### src/rtl/des_key_schedule_control.sv
// DES key schedule sequencer: captures the key, applies PC-1 and steps
// des_key_generator through load plus 16 encryption rounds with ack handshake.
module des_key_schedule_control #(
  parameter bit CHECK_PARITY = 1'b0
) (
  input  logic        clk,
  input  logic        reset,
  input  logic        start_din,
  input  logic [63:0] key_din,
  input  logic        round_ack_din,
  output logic        ready_dout,
  output logic [55:0] parity_drop_key_dout,
  output logic        enable_dout,
  output logic        source_sel_dout,
  output logic        round_shift_dout,
  output logic        round_valid_dout,
  output logic [3:0]  round_index_dout,
  output logic        last_round_dout,
  output logic        done_dout,
  output logic        parity_error_dout
);

  typedef enum logic [1:0] {
    IDLE,
    LOAD,
    ROUND,
    DONE
  } state_t;

  // PC-1 positions, 1-based, bit 1 = MSB of the key
  localparam logic [6:0] PC1 [56] = '{
    7'd57, 7'd49, 7'd41, 7'd33, 7'd25, 7'd17, 7'd9,
    7'd1,  7'd58, 7'd50, 7'd42, 7'd34, 7'd26, 7'd18,
    7'd10, 7'd2,  7'd59, 7'd51, 7'd43, 7'd35, 7'd27,
    7'd19, 7'd11, 7'd3,  7'd60, 7'd52, 7'd44, 7'd36,
    7'd63, 7'd55, 7'd47, 7'd39, 7'd31, 7'd23, 7'd15,
    7'd7,  7'd62, 7'd54, 7'd46, 7'd38, 7'd30, 7'd22,
    7'd14, 7'd6,  7'd61, 7'd53, 7'd45, 7'd37, 7'd29,
    7'd21, 7'd13, 7'd5,  7'd28, 7'd20, 7'd12, 7'd4
  };

  state_t      state;
  logic [63:0] key_reg;
  logic [3:0]  cnt;
  logic        ready_q;
  logic        load_q;
  logic        src_q;
  logic        shift_q;
  logic        valid_q;
  logic        last_q;
  logic        done_q;
  logic        perr_q;

  function automatic logic shift_of(input logic [3:0] c);
    unique case (c)
      4'd0, 4'd1, 4'd8, 4'd15: shift_of = 1'b0;
      default:                 shift_of = 1'b1;
    endcase
  endfunction

  function automatic logic any_even(input logic [63:0] k);
    logic r;
    r = 1'b0;
    for (int b = 0; b < 8; b++)
      r = r | ~(^k[8*b +: 8]);
    return r;
  endfunction

  always_comb begin
    parity_drop_key_dout = '0;
    for (int i = 0; i < 56; i++)
      parity_drop_key_dout[55-i] =
        key_reg[6'(7'd64 - PC1[i])];
  end

  always_ff @(posedge clk) begin
    if (reset) begin
      state   <= IDLE;
      key_reg <= '0;
      cnt     <= '0;
      ready_q <= 1'b1;
      load_q  <= 1'b0;
      src_q   <= 1'b0;
      shift_q <= 1'b0;
      valid_q <= 1'b0;
      last_q  <= 1'b0;
      done_q  <= 1'b0;
      perr_q  <= 1'b0;
    end else begin
      unique case (state)
        IDLE: begin
          if (start_din) begin
            key_reg <= key_din;
            cnt     <= '0;
            perr_q  <= CHECK_PARITY & any_even(key_din);
            ready_q <= 1'b0;
            load_q  <= 1'b1;
            src_q   <= 1'b0;
            state   <= LOAD;
          end
        end
        LOAD: begin
          load_q  <= 1'b0;
          valid_q <= 1'b1;
          src_q   <= 1'b1;
          shift_q <= shift_of(4'd0);
          last_q  <= 1'b0;
          state   <= ROUND;
        end
        ROUND: begin
          if (round_ack_din) begin
            if (cnt == 4'd15) begin
              valid_q <= 1'b0;
              src_q   <= 1'b0;
              shift_q <= 1'b0;
              last_q  <= 1'b0;
              done_q  <= 1'b1;
              state   <= DONE;
            end else begin
              cnt     <= cnt + 4'd1;
              shift_q <= shift_of(cnt + 4'd1);
              last_q  <= (cnt + 4'd1) == 4'd15;
            end
          end
        end
        DONE: begin
          done_q  <= 1'b0;
          ready_q <= 1'b1;
          cnt     <= '0;
          state   <= IDLE;
        end
        default: state <= IDLE;
      endcase
    end
  end

  // generator advances on the ack edge itself, hence combinational
  assign enable_dout       = load_q | (valid_q & round_ack_din);
  assign ready_dout        = ready_q;
  assign source_sel_dout   = src_q;
  assign round_shift_dout  = shift_q;
  assign round_valid_dout  = valid_q;
  assign round_index_dout  = cnt;
  assign last_round_dout   = last_q;
  assign done_dout         = done_q;
  assign parity_error_dout = perr_q;

endmodule

### config.mk
export PLATFORM = sky130hd
export DESIGN_NAME = des_key_schedule_control
export DESIGN_NICKNAME = d
export VERILOG_FILES = /design/src/rtl/des_key_schedule_control.sv
export SDC_FILE = /design/constraint.sdc
export NUM_CORES = 1
export LEC_CHECK = 0
export CAP_MARGIN = 20
export CELL_PAD_IN_SITES_DETAIL_PLACEMENT = 0
export CELL_PAD_IN_SITES_GLOBAL_PLACEMENT = 1
export CORE_MARGIN = 5
export CORE_UTILIZATION = 25
export DETAILED_ROUTE_END_ITERATION = 7
export DONT_BUFFER_PORTS = 1
export MAX_ROUTING_LAYER = met4
export PLACE_DENSITY_LB_ADDON = 0.05
export SLEW_MARGIN = 15
export SYNTH_ARGS = -nofsm -noshare
export SYNTH_HDL_FRONTEND = slang
export SYNTH_SLANG_ARGS = --single-unit
export TNS_END_PERCENT = 30
### constraint.sdc
create_clock -name clk -period 1.95 [get_ports clk]
set_input_delay 0.39 -clock clk [delete_from_list [all_inputs] [get_ports clk]]
set_output_delay 0.39 -clock clk [all_outputs]
set_load 0.03 [all_outputs]
# ---- Word-level counts from Yosys, hierarchy flattened
# Cells that the tools add are included.
dict set report word_totals {
  regBits 77
  inputBits 68
  wordCells 68
}
dict set report op_classes {
  n_addsub 1
  eq_ne 11
  n_mux 26
  bitwise_logic 2
  n_reduce_logical 18
}
# operator n
set op_table {}
lappend op_table {{4-bit equality test (second input constant)} 3}
lappend op_table {{4-bit two-way mux} 3}
lappend op_table {{1-bit one-hot mux with 2 select lines} 6}
lappend op_table {{4-bit one-hot mux with 3 select lines} 1}
lappend op_table {{1-bit two-way mux} 11}
lappend op_table {{3-bit AND reduction} 3}
lappend op_table {{2-bit != test (second input constant)} 4}
lappend op_table {{2-bit one-hot mux with 4 select lines} 1}
lappend op_table {{2-bit AND reduction} 4}
lappend op_table {{4-bit AND reduction} 2}
lappend op_table {{2-bit nonzero test} 4}
lappend op_table {{2-bit two-way mux} 3}
lappend op_table {{3-bit nonzero test} 2}
lappend op_table {{4-bit by 1-bit adder with 4-bit output (second input constant)} 1}
lappend op_table {{2-bit equality test (second input constant)} 2}
lappend op_table {{4-bit by 1-bit equality test with 1-bit output (second input constant)} 1}
lappend op_table {{4-bit logical NOT} 1}
lappend op_table {{4-bit OR reduction} 1}
lappend op_table {{1-bit one-hot mux with 3 select lines} 1}
lappend op_table {{2-bit by 1-bit equality test with 1-bit output (second input constant)} 1}
lappend op_table {{2-bit logical NOT} 1}
lappend op_table {{1-bit AND} 1}
lappend op_table {{1-bit OR} 1}

# ---- Depth between registers and ports, before layout
# Gate-level depths: netlist of run 1.
dict set report depth {
  word_depth 7
  mapped_depth 7
  mapped_depth_nobuf 6
}

# ---- Least setup slack after synthesis of run 1
# Ideal clock, no wire load.
dict set report synth_path {
  path_type {register to register}
  from {reg cnt[1] (netlist: round_index_dout[1])}
  to {reg src_q (netlist: source_sel_dout)}
  setup_time_ps 128
  t_arrival_ps 1714
  required_time_ps 1822
  setup_slack_ps 108
  stages_incl_launch_ff 6
  n_path_buf 0
  path_cell_list {dfxtp_1 > ha_1 > nand3_2 > a2111oi_4 > mux2i_1 > nor2_1}
}
dict set report synth_between {
  elab_chain_len 3
}
# item line_no
set synth_rtl {}
lappend synth_rtl {{start, declared} 44} ;# logic [3:0] cnt;
lappend synth_rtl {{start signal, assigned} 120} ;# cnt <= cnt + 4'd1;
lappend synth_rtl {{4-bit equality test} 112} ;# if (cnt == 4'd15) begin
lappend synth_rtl {{2-bit != test (no source line)} -}
lappend synth_rtl {{4-bit AND reduction (no source line)} -}
lappend synth_rtl {{end signal, assigned} 98} ;# src_q <= 1'b0;
lappend synth_rtl {{end signal, assigned} 105} ;# src_q <= 1'b1;
lappend synth_rtl {{end signal, assigned} 114} ;# src_q <= 1'b0;
lappend synth_rtl {{end, declared} 47} ;# logic src_q;
# Every way passes these cells.
# A chain may end at the register's enable or synchronous reset.

# ---- Final worst setup path of run 1
dict set report layout_path {
  from {reg state[1]}
  to {reg cnt[0] (netlist: round_index_dout[0])}
}
dict set report layout_between {
  elab_chain_len 3
}
# item line_no
set layout_rtl {}
lappend layout_rtl {{start, declared} 42} ;# state_t state;
lappend layout_rtl {{start signal, assigned} 78} ;# state <= IDLE;
lappend layout_rtl {{start signal, assigned} 99} ;# state <= LOAD;
lappend layout_rtl {{start signal, assigned} 108} ;# state <= ROUND;
lappend layout_rtl {{2-bit equality test or 2-bit logical NOT (tied branches)} 90} ;# unique case (state)
lappend layout_rtl {{2-bit != test (no source line) or 3-bit nonzero test (tied branches)} -}
lappend layout_rtl {{4-bit AND reduction (no source line)} -}
# Several ways; a longest one is shown, not always the timed one.

==> results of run 1 <==
==> layout make-up <==
class,count,area [um^2]
Sequential cell,69,1380
Clock buffer,14,173
Inverter,5,18.8
Tap cell,140,175
Timing Repair Buffer,12,103
Clock inverter,1,5.00
Fill cell,1219,7680
Multi-Input combinational cell,238,1210
==> Yosys cell counts, types with 2 or more instances <==
cell	number	area, um^2
nand2_1	119	447
dfxtp_1	69	1380
a21oi_1	64	320
clkbuf_1	11	41.3
buf_2	9	45.0
ha_1	8	100
nor2_1	6	22.5
inv_1	5	18.8
o21ai_0	5	25.0
nor3_1	4	20.0
buf_1	2	7.51
mux2i_1	2	20.0
nand2b_1	2	12.5
nand3b_1	2	15.0
==> worst max path at each step <==
stage,from,end,slack (ns),cells after the start
after floorplan,round_index_dout[1],source_sel_dout,0.11,5
after global placement,state[0],round_index_dout[0],0.16,6
after detailed placement,state[0],round_index_dout[0],0.16,6
after CTS,state[0],round_index_dout[0],0.13,6
after global routing,state[1],round_index_dout[0],0.05,6
final,state[1],round_index_dout[0],0.19,6
==> layer usage <==
metal	part of all wire [%]	up-vias
met4	1.2	0
met1	43	1047
met2	47	73
li1	-	1104
met3	8.5	6
met5	0	-
==> power breakdown <==
group | internal, mW | leakage, nW | switching, mW
combinational | 0.476 | 0.474 | 0.755
sequential | 1.68 | 0.566 | 0.644
clock | 0.559 | 0.0926 | 0.512
total | 2.72 | 1.13 | 1.91
==> cells in the final DEF (no fill, tap or decap), types with 2 or more instances in the layout <==
| master | Yosys | routed |
|---|---|---|
| nand2b_1 | 2 | 2 |
| dfxtp_1 | 69 | 68 |
| buf_4 | 1 | 11 |
| ha_1 | 8 | 8 |
| nor2_1 | 6 | 6 |
| nor3_1 | 4 | 4 |
| mux2i_1 | 2 | 2 |
| clkbuf_1 | 11 | 2 |
| a21oi_1 | 64 | 64 |
| nand2_1 | 119 | 118 |
| inv_1 | 5 | 5 |
| clkbuf_8 | 0 | 12 |
| o21ai_0 | 5 | 5 |
| nand3b_1 | 2 | 2 |
==> kinds of logic (layout without fill, tap and decap cells) <==
group	count (synthesis)	count (layout)	share of synthesized area (%)
adder cells (fa/ha/maj)	8	8	3.69
flip-flops	69	69	51.0
other	1	1	0.138
buffers and inverters	28	32	4.43
AO/OA/AOI/OAI	78	78	16.1
multiplexers	2	2	0.739
AND/OR/NAND/NOR	148	148	23.6
XOR/XNOR	1	1	0.323
==> worst max-delay path, stage by stage (launching register included) <==
cell     delay [ns]
dfxtp_1        0.37
inv_1          0.09
ha_1           0.23
nor2b_4        0.17
or3_4          0.39
or3_1          0.31
a21oi_1        0.13
==> stage by stage <==
| step | power (mW) | util [%] | instance area [um^2] |
|---|---|---|---|
| after floorplan | 3.26 | - | 2710 |
| after global placement | 3.62 | 26.9 | 2890 |
| after detailed placement | 3.64 | 26.9 | 2890 |
| after CTS | 4.75 | 28.6 | 3070 |
| after global routing | 5.00 | 28.6 | 3070 |
| final | 4.63 | 28.6 | 3070 |
==> impl_results.md, run 1 <==
* GRT overflow at 0
* Arr. time, crit path at 2.03 ns
* Total CTS buffers at 9
* Post-route ant nets at 0
* RR Startpoint: state[1]
* Final WL at 7750 um
* Worst VDD drop at 0.000395 V
* DP HPWL at 5270 um
* Syn-to-layout area delta at 13.3%
* Clock latency at the later pin of the worst-skew pair at 0.33 ns
* FF-to-FF setup slack at 0.19 ns
* Total GRT Usage at 12.3%
* Share of cells above drive strength 1 at 10.0%
* Hold path cells at 1
* RR Endpoint: round_index_dout[0]
* Wire per inst at 16.2 um
* # setup viols final at 0
* First-pass GRT wire length at 12200 um
* Hold path start: reset
* WHS at 0.117 ns
* Worst Reg-to-Reg Cells at 6
* GRT busiest layer: met2
* Post-CTS Setup Repair Bufs at 0
* Syn Std Cell Area at 2710 um^2
* Fmax at 0.569 GHz
* Sequential share of the synthesized area at 51.0%
* Global Route met2 Usage at 18.6%
* Req. time, crit path at 2.22 ns
* Clock Sinks at 69
* Core ar. at 10700 um^2
* Crit Path Category: reg -> reg
* Starting Density at 25.2%
* Die Y at 114 um
* Post-Synthesis Net Count at 411
* Hold endpoint: key_reg[2]
* Setup tns final at 0 ns
* Status: complete, no violations
* Final cell count without fillers at 479
* Final Max Slew Viols at 0
* Antenna Cells at 0
* MaxCap Viol Count at 0
* # port buffers at 0
* Crit end category: register
* Routability Congestion at 0.710
* DP Cell Count at 464
* Hold WC Path Type: in -> reg
* Syn Area/Cell at 8.09 um^2
* Number of I/O pins at 136
* Initial DRC count at 76
* Number of flops mapped to enable cells by yosys at 0
* Drt via density at 4.66
* Final worst slack at 0.192 ns
* #FFs+latches synth at 69
* Nets at 411
* Antenna violations before repair at 0
* Final hold vios at 0
* Root buffer cell: clkbuf_8
* Worst Skew at 0.00295 ns
* Die W at 114 um
* Clk slew on worst S/H paths at 0.07 ns
* M1 GR Usage at 14.8%
* # rows at 38
* Crit-path max FO at 6
* Final Critical Period at 1.76 ns
* Largest net degree at the start of global routing at 71
* Vias in the first global route at 2285
* Routed via count at 2230
* Final period util at 90.1%
* Max reg flops at 56
* Async set-reset flop share out of synthesis at 0%
* Mapped Cells at 335
* Synth warn at 0
* Static Leak at 1.13 nW
* Post-route DRC at 0
* Ys flop type: dfxtp_1
* Met3 usage in global routing at 5.02%
* Startpoint Class: register
* CTS resizes at 0
* Number of library cell types mapped by synthesis at 41
* PD cells at 1510 nW/um^2
* Max clock buf depth at 2
* RSZ-0062 raised after global routing: no
* Cts-stage hold buffer count at 0
* Die ar. at 13000 um^2
* CTS tree: built
* Pre-CTS WS at 0.157 ns
* DRT Pass-1 Iters at 4
* H-tree levels at 3
No activity file was read; power rests on OpenSTA's default activity.
==> run 2: changes to the inputs <==
Settings changed: PLACE_DENSITY set to 0.53, PLACE_DENSITY_LB_ADDON 0.05 to unset.
==> run 2 against run 1 <==
Net effect: cell count unchanged; final area decreased by 0.45%; die area unchanged; maximum frequency decreased by 1.5%; sequential share of layout area increased by 0.16 points; total power decreased by 1.4%; clock-buffer cell count increased by 1; register-to-register slack got worse by 0.03 ns; clock power about the same; routed wire length decreased by 8.6%; sequential power about the same; largest cell class unchanged.
==> impl_results.md, run 2 (synthesis results as in run 1) <==
* Total CTS buffers at 9
* Clk pwr share at 22.8%
* Cts-stage hold buffer count at 0
* Number of I/O pins at 136
* Die Y at 114 um
* Req. time, crit path at 2.23 ns
* Drt via density at 4.53
* CTS tree: built
* Core ar. at 10700 um^2
* Final period util at 91.5%
* # setup viols final at 0
* Antenna Cells at 0
* # port buffers at 0
* Global Route met2 Usage at 15.7%
* Setup tns final at 0 ns
* Final Max Slew Viols at 0
* Syn-to-layout area delta at 12.7%
* Largest net degree at the start of global routing at 71
* # rows at 38
* First-pass GRT wire length at 11100 um
* Startpoint Class: register
* Fmax at 0.561 GHz
* Max reg flops at 56
* RSZ-0062 raised after global routing: no
* Antenna violations before repair at 0
* PD cells at 1490 nW/um^2
* Post-route DRC at 0
* Routed via count at 2168
* Static Leak at 1.12 nW
* GRT busiest layer: met2
* Arr. time, crit path at 2.06 ns
* Switching Power at 1.88 mW
* Vias in the first global route at 2128
* Crit end category: register
* Worst Skew at 0.00585 ns
* H-tree levels at 3
* Hold WC Path Type: in -> reg
* Commonest non-fill, non-tap cell in the layout: nand2_1
* Max clock buf depth at 2
* Most frequent cells in the layout: nand2_1, dfxtp_1, a21oi_1
* Clk slew on worst S/H paths at 0.07 ns
* Routability Congestion at 0.697
* Wire per inst at 14.8 um
* Crit-path max FO at 5
* Total GRT Usage at 11.3%
* Share of cells above drive strength 1 at 9.14%
* WHS at 0.116 ns
* Nets at 410
* Final Critical Period at 1.78 ns
* Met3 usage in global routing at 5.55%
* Post-route ant nets at 0
* Initial DRC count at 150
* P_int at 2.68 mW
* Die ar. at 13000 um^2
* DRT Pass-1 Iters at 4
* Comb power frac at 25.9%
* DP HPWL at 4860 um
* Reg power frac at 51.4%
* Status: complete, no violations
* Root buffer cell: clkbuf_8
* Crit Path Category: reg -> reg
* Clock Sinks at 69
* GRT overflow at 0
* M1 GR Usage at 13.7%
* Starting Density at 25.2%
* Worst VDD drop at 0.000471 V
* MaxCap Viol Count at 0
* Final WL at 7080 um
* Clock latency at the later pin of the worst-skew pair at 0.34 ns
* Final hold vios at 0
* Net Sw Frac at 41.2%
* Die W at 114 um
-- run 2: final timing paths --
path | from | end | slack, ns | depth (start not counted)
setup / recovery | state[0] | round_index_dout[0] | 0.17 | 6
setup reg to reg | state[0] | round_index_dout[0] | 0.17 | 6
hold reg to reg | load_q | load_q | 0.48 | 2
hold / removal | reset | key_reg[3] | 0.12 | 1
-- run 2: final cells by class --
class	count	area, um^2
clock inverters	1	5.00
fillers	1189	7690
repair buffers	11	95.1
inverters	5	18.8
well taps	140	175
multi-input cells	238	1210
flip-flops and latches	69	1380
clock buffers	15	166
-- run 2: repair_timing --
item / 4_1_cts / 5_1_grt
buffers inserted: 0 / 0
setup endpoints to repair: 0 / 4
gates resized for setup: 0 / 1
-- run 2: metal layers --
| metal | wire [um] | vias up |
|---|---|---|
| li1 | - | 1094 |
| met1 | 3110 | 967 |
| met2 | 2930 | 99 |
| met3 | 927 | 8 |
| met4 | 114 | 0 |
| met5 | 0 | - |
-- run 2: power groups by stage --
stage / Sequential [mW] / Clock (mW) / Combinational, mW
after detailed placement: 2.39 / 0 / 1.20
after floorplan: 2.32 / 0 / 0.935
after global routing: 2.39 / 1.16 / 1.37
final: 2.34 / 1.04 / 1.18
after CTS: 2.36 / 1.11 / 1.20
after global placement: 2.38 / 0 / 1.17
-- run 2: per-stage QoR --
step           std cells  util (%)  setup slack [ns]  cell area, um^2  power, mW
4_1_cts              479      28.4             0.171             3050       4.66
6_report             479      28.4             0.166             3060       4.56
3_3_place_gp         463      26.8             0.200             2880       3.56
5_1_grt              479      28.4            0.0752             3060       4.92
3_5_place_dp         463      26.8             0.193             2880       3.59
2_1_floorplan        335         -             0.108             2710       3.26
-- run 2: critical path, stage by stage, from the launching register on --
cell and delay, ns:
dfxtp_1 0.42, inv_1 0.09, ha_1 0.26, nor2b_4 0.14, or3_4 0.37, or3_1 0.31, a21oi_1 0.13
==> run 3: changes to the inputs <==
Settings changed: ABC_AREA set to 1, GPL_TIMING_DRIVEN set to 1.
==> run 3 against run 2 <==
Net effect: cell count rose by 1.3%; clock-buffer cell count decreased by 5; core utilization increased by 1.3 points; synthesized cell count grew 3.3%; sequential power grew 13%; non-clock buffer count shrank 4; routed wire length is 3.2% higher; via count decreased by 0.51%; final area is 0.78% higher; clock skew down 0.0011 ns; synthesized area fell by 1.3%; critical path type unchanged; critical endpoint is now key_reg[18].
==> impl_results.md, run 3 <==
* Sequential share of the synthesized area at 51.7%
* Antenna Cells at 0
* Clk slew on worst S/H paths at 0.08 ns
* Final worst slack at 0.320 ns
* Max reg flops at 56
* PD cells at 1730 nW/um^2
* Worst Reg-to-Reg Cells at 7
* Slowest-stage cell, CP: dfxtp_1
* Syn Area/Cell at 7.73 um^2
* Most common cell in the netlist: nor2_1
* Worst setup path start: state[0]
* Starting Density at 25.8%
* Routability Congestion at 0.781
* Mux contribution to synthesized area at 0%
* GRT overflow at 0
* Pre-CTS WS at 0.281 ns
* Worst VDD drop at 0.000423 V
* Initial DRC count at 101
* Cell taking the most area after synthesis: dfxtp_1
* Startpoint Class: register
* Share of cells above drive strength 1 at 10.0%
* Req. time, crit path at 2.21 ns
* Hold path start: reset
* Final Max Slew Viols at 0
* #FFs+latches synth at 69
* Worst Skew at 0.00474 ns
* Static Leak at 1.24 nW
* Total GRT Usage at 11.7%
* Async set-reset flop share out of synthesis at 0%
* Setup tns final at 0 ns
* Final WL at 7310 um
* Number of I/O pins at 136
* # port buffers at 0
* Crit-path max FO at 35
* Die ar. at 12900 um^2
* Final hold vios at 0
* Die W at 113 um
* Post-route DRC at 0
* # rows at 37
* Post-route ant nets at 0
* Rel. slew slack at 60.7%
* Syn Std Cell Area at 2670 um^2
* Nets at 420
* Compound-cell area share of the yosys netlist at 14.3%
* Post-Synthesis Net Count at 422
* Arr. time, crit path at 1.89 ns
* Number of flops mapped to enable cells by yosys at 0
* Synth warn at 0
* Clock Sinks at 69
* RSZ-0062 raised after global routing: no
* Syn-to-layout area delta at 15.2%
* # setup viols final at 0
* Total CTS buffers at 9
* Die Y at 113 um
* WHS at 0.116 ns
* Design Power at 5.32 mW
* H-tree levels at 3
* Number of library cell types mapped by synthesis at 27
* Worst-Margin Slew at 0.586 ns
* Max clock buf depth at 2
* Antenna violations before repair at 0
* Synth top area cells: dfxtp_1, nor2_1, o21ai_0
* Largest family of logic cells by synthesized area: simple AND/OR/NAND/NOR gates
* DP HPWL at 5210 um
* Crit Path Category: reg -> reg
* Area share of the largest cell type after synthesis at 51.7%
* Final Critical Period at 1.63 ns
* Post-Synth XOR/XNOR Area at 0%
* Fmax at 0.614 GHz
* Root buffer cell: clkbuf_8
* Post-CTS Setup Repair Bufs at 0
* First-pass GRT wire length at 11500 um
* CP dominant cell by count: nor2_1
* Finished Core Util at 29.7%
* Routed via count at 2157
* Largest net degree at the start of global routing at 59
* CTS tree: built
* Post-synth top cells: nor2_1, dfxtp_1, o21ai_0, nand2_1, inv_1
* DRT Pass-1 Iters at 4
* CTS resizes at 0
* Post-synthesis simple-gate area fraction at 24.1%
* Wire per inst at 15.1 um
* Drt via density at 4.45
* Crit end category: register
* Clock latency at the later pin of the worst-skew pair at 0.33 ns
* Most frequent cells in the layout: nor2_1, dfxtp_1, o21ai_0
* Cts-stage hold buffer count at 0
* Hold WC Path Type: in -> reg
* Adder-cell share of the synthesized area at 3.74%
* Final period util at 83.6%
* # fillers at 1173
* Crit-path max cell delay at 0.35 ns
* Status: complete, no violations
* Vias in the first global route at 2107
* Ys flop type: dfxtp_1
* Crit path cell chain: inv_1, ha_1, nand2_2, inv_2, buf_12, nor2_1, nor2_1
* Commonest non-fill, non-tap cell in the layout: nor2_1
* RR Startpoint: state[0]
* Mapped Cells at 346
* Core ar. at 10400 um^2
* Hold path cells at 1
* MaxCap Viol Count at 0
-- run 3: logic make-up (layout without fill, tap and decap cells) --
family	after synthesis	in the layout
AO/OA/AOI/OAI	74	74
adder cells (fa/ha/maj)	8	8
buffers and inverters	38	41
flip-flops	69	69
other	1	1
AND/OR/NAND/NOR	156	156
-- run 3: final cells by class --
| cell class | instances | area, um^2 | share of cell area, % |
|---|---|---|---|
| tap | 136 | 170 | 5.53 |
| clock inverter | 6 | 111 | 3.62 |
| multi-input combinational | 239 | 1130 | 36.7 |
| inverter | 18 | 67.6 | 2.19 |
| clock buffer | 10 | 128 | 4.14 |
| timing repair buffer | 7 | 90.1 | 2.93 |
| sequential | 69 | 1380 | 44.9 |
-- run 3: path summary, 6_finish.rpt --
check,slack (ns),to
max reg2reg,0.32,key_reg[18]
max,0.32,key_reg[18]
min reg2reg,0.48,load_q
min,0.12,round_valid_dout
-- run 3: report_power, final --
| group | internal (mW) | switching, mW | total, mW |
|---|---|---|---|
| clock network | 0.851 | 0.553 | 1.40 |
| registers | 1.77 | 0.876 | 2.64 |
| logic | 0.441 | 0.836 | 1.28 |
| total | 3.06 | 2.26 | 5.32 |
-- run 3: worst max-delay path: cells and delay by family (launching register included) --
kind / cells / cell delay (ns)
buffers and inverters: 3 / 0.71
and+or+nand+nor: 3 / 0.28
adders and majority gates: 1 / 0.21
DFF: 1 / 0.35
-- run 3: per-stage QoR --
step | instance area (um^2) | instances
CTS | 3080 | 485
finish | 3080 | 485
floorplan | 2670 | 346
detailed placement | 2840 | 469
global placement | 2840 | 469
global route | 3080 | 485
-- run 3: routing by layer --
layer / GRT usage [%] / part of all wire, % / vias to the layer above
li1: - / - / 1096
met1: 14.5 / 44 / 973
met2: 17.2 / 45 / 79
met3: 5.04 / 9.0 / 9
met4: 3.85 / 1.4 / 0
met5: - / 0 / -
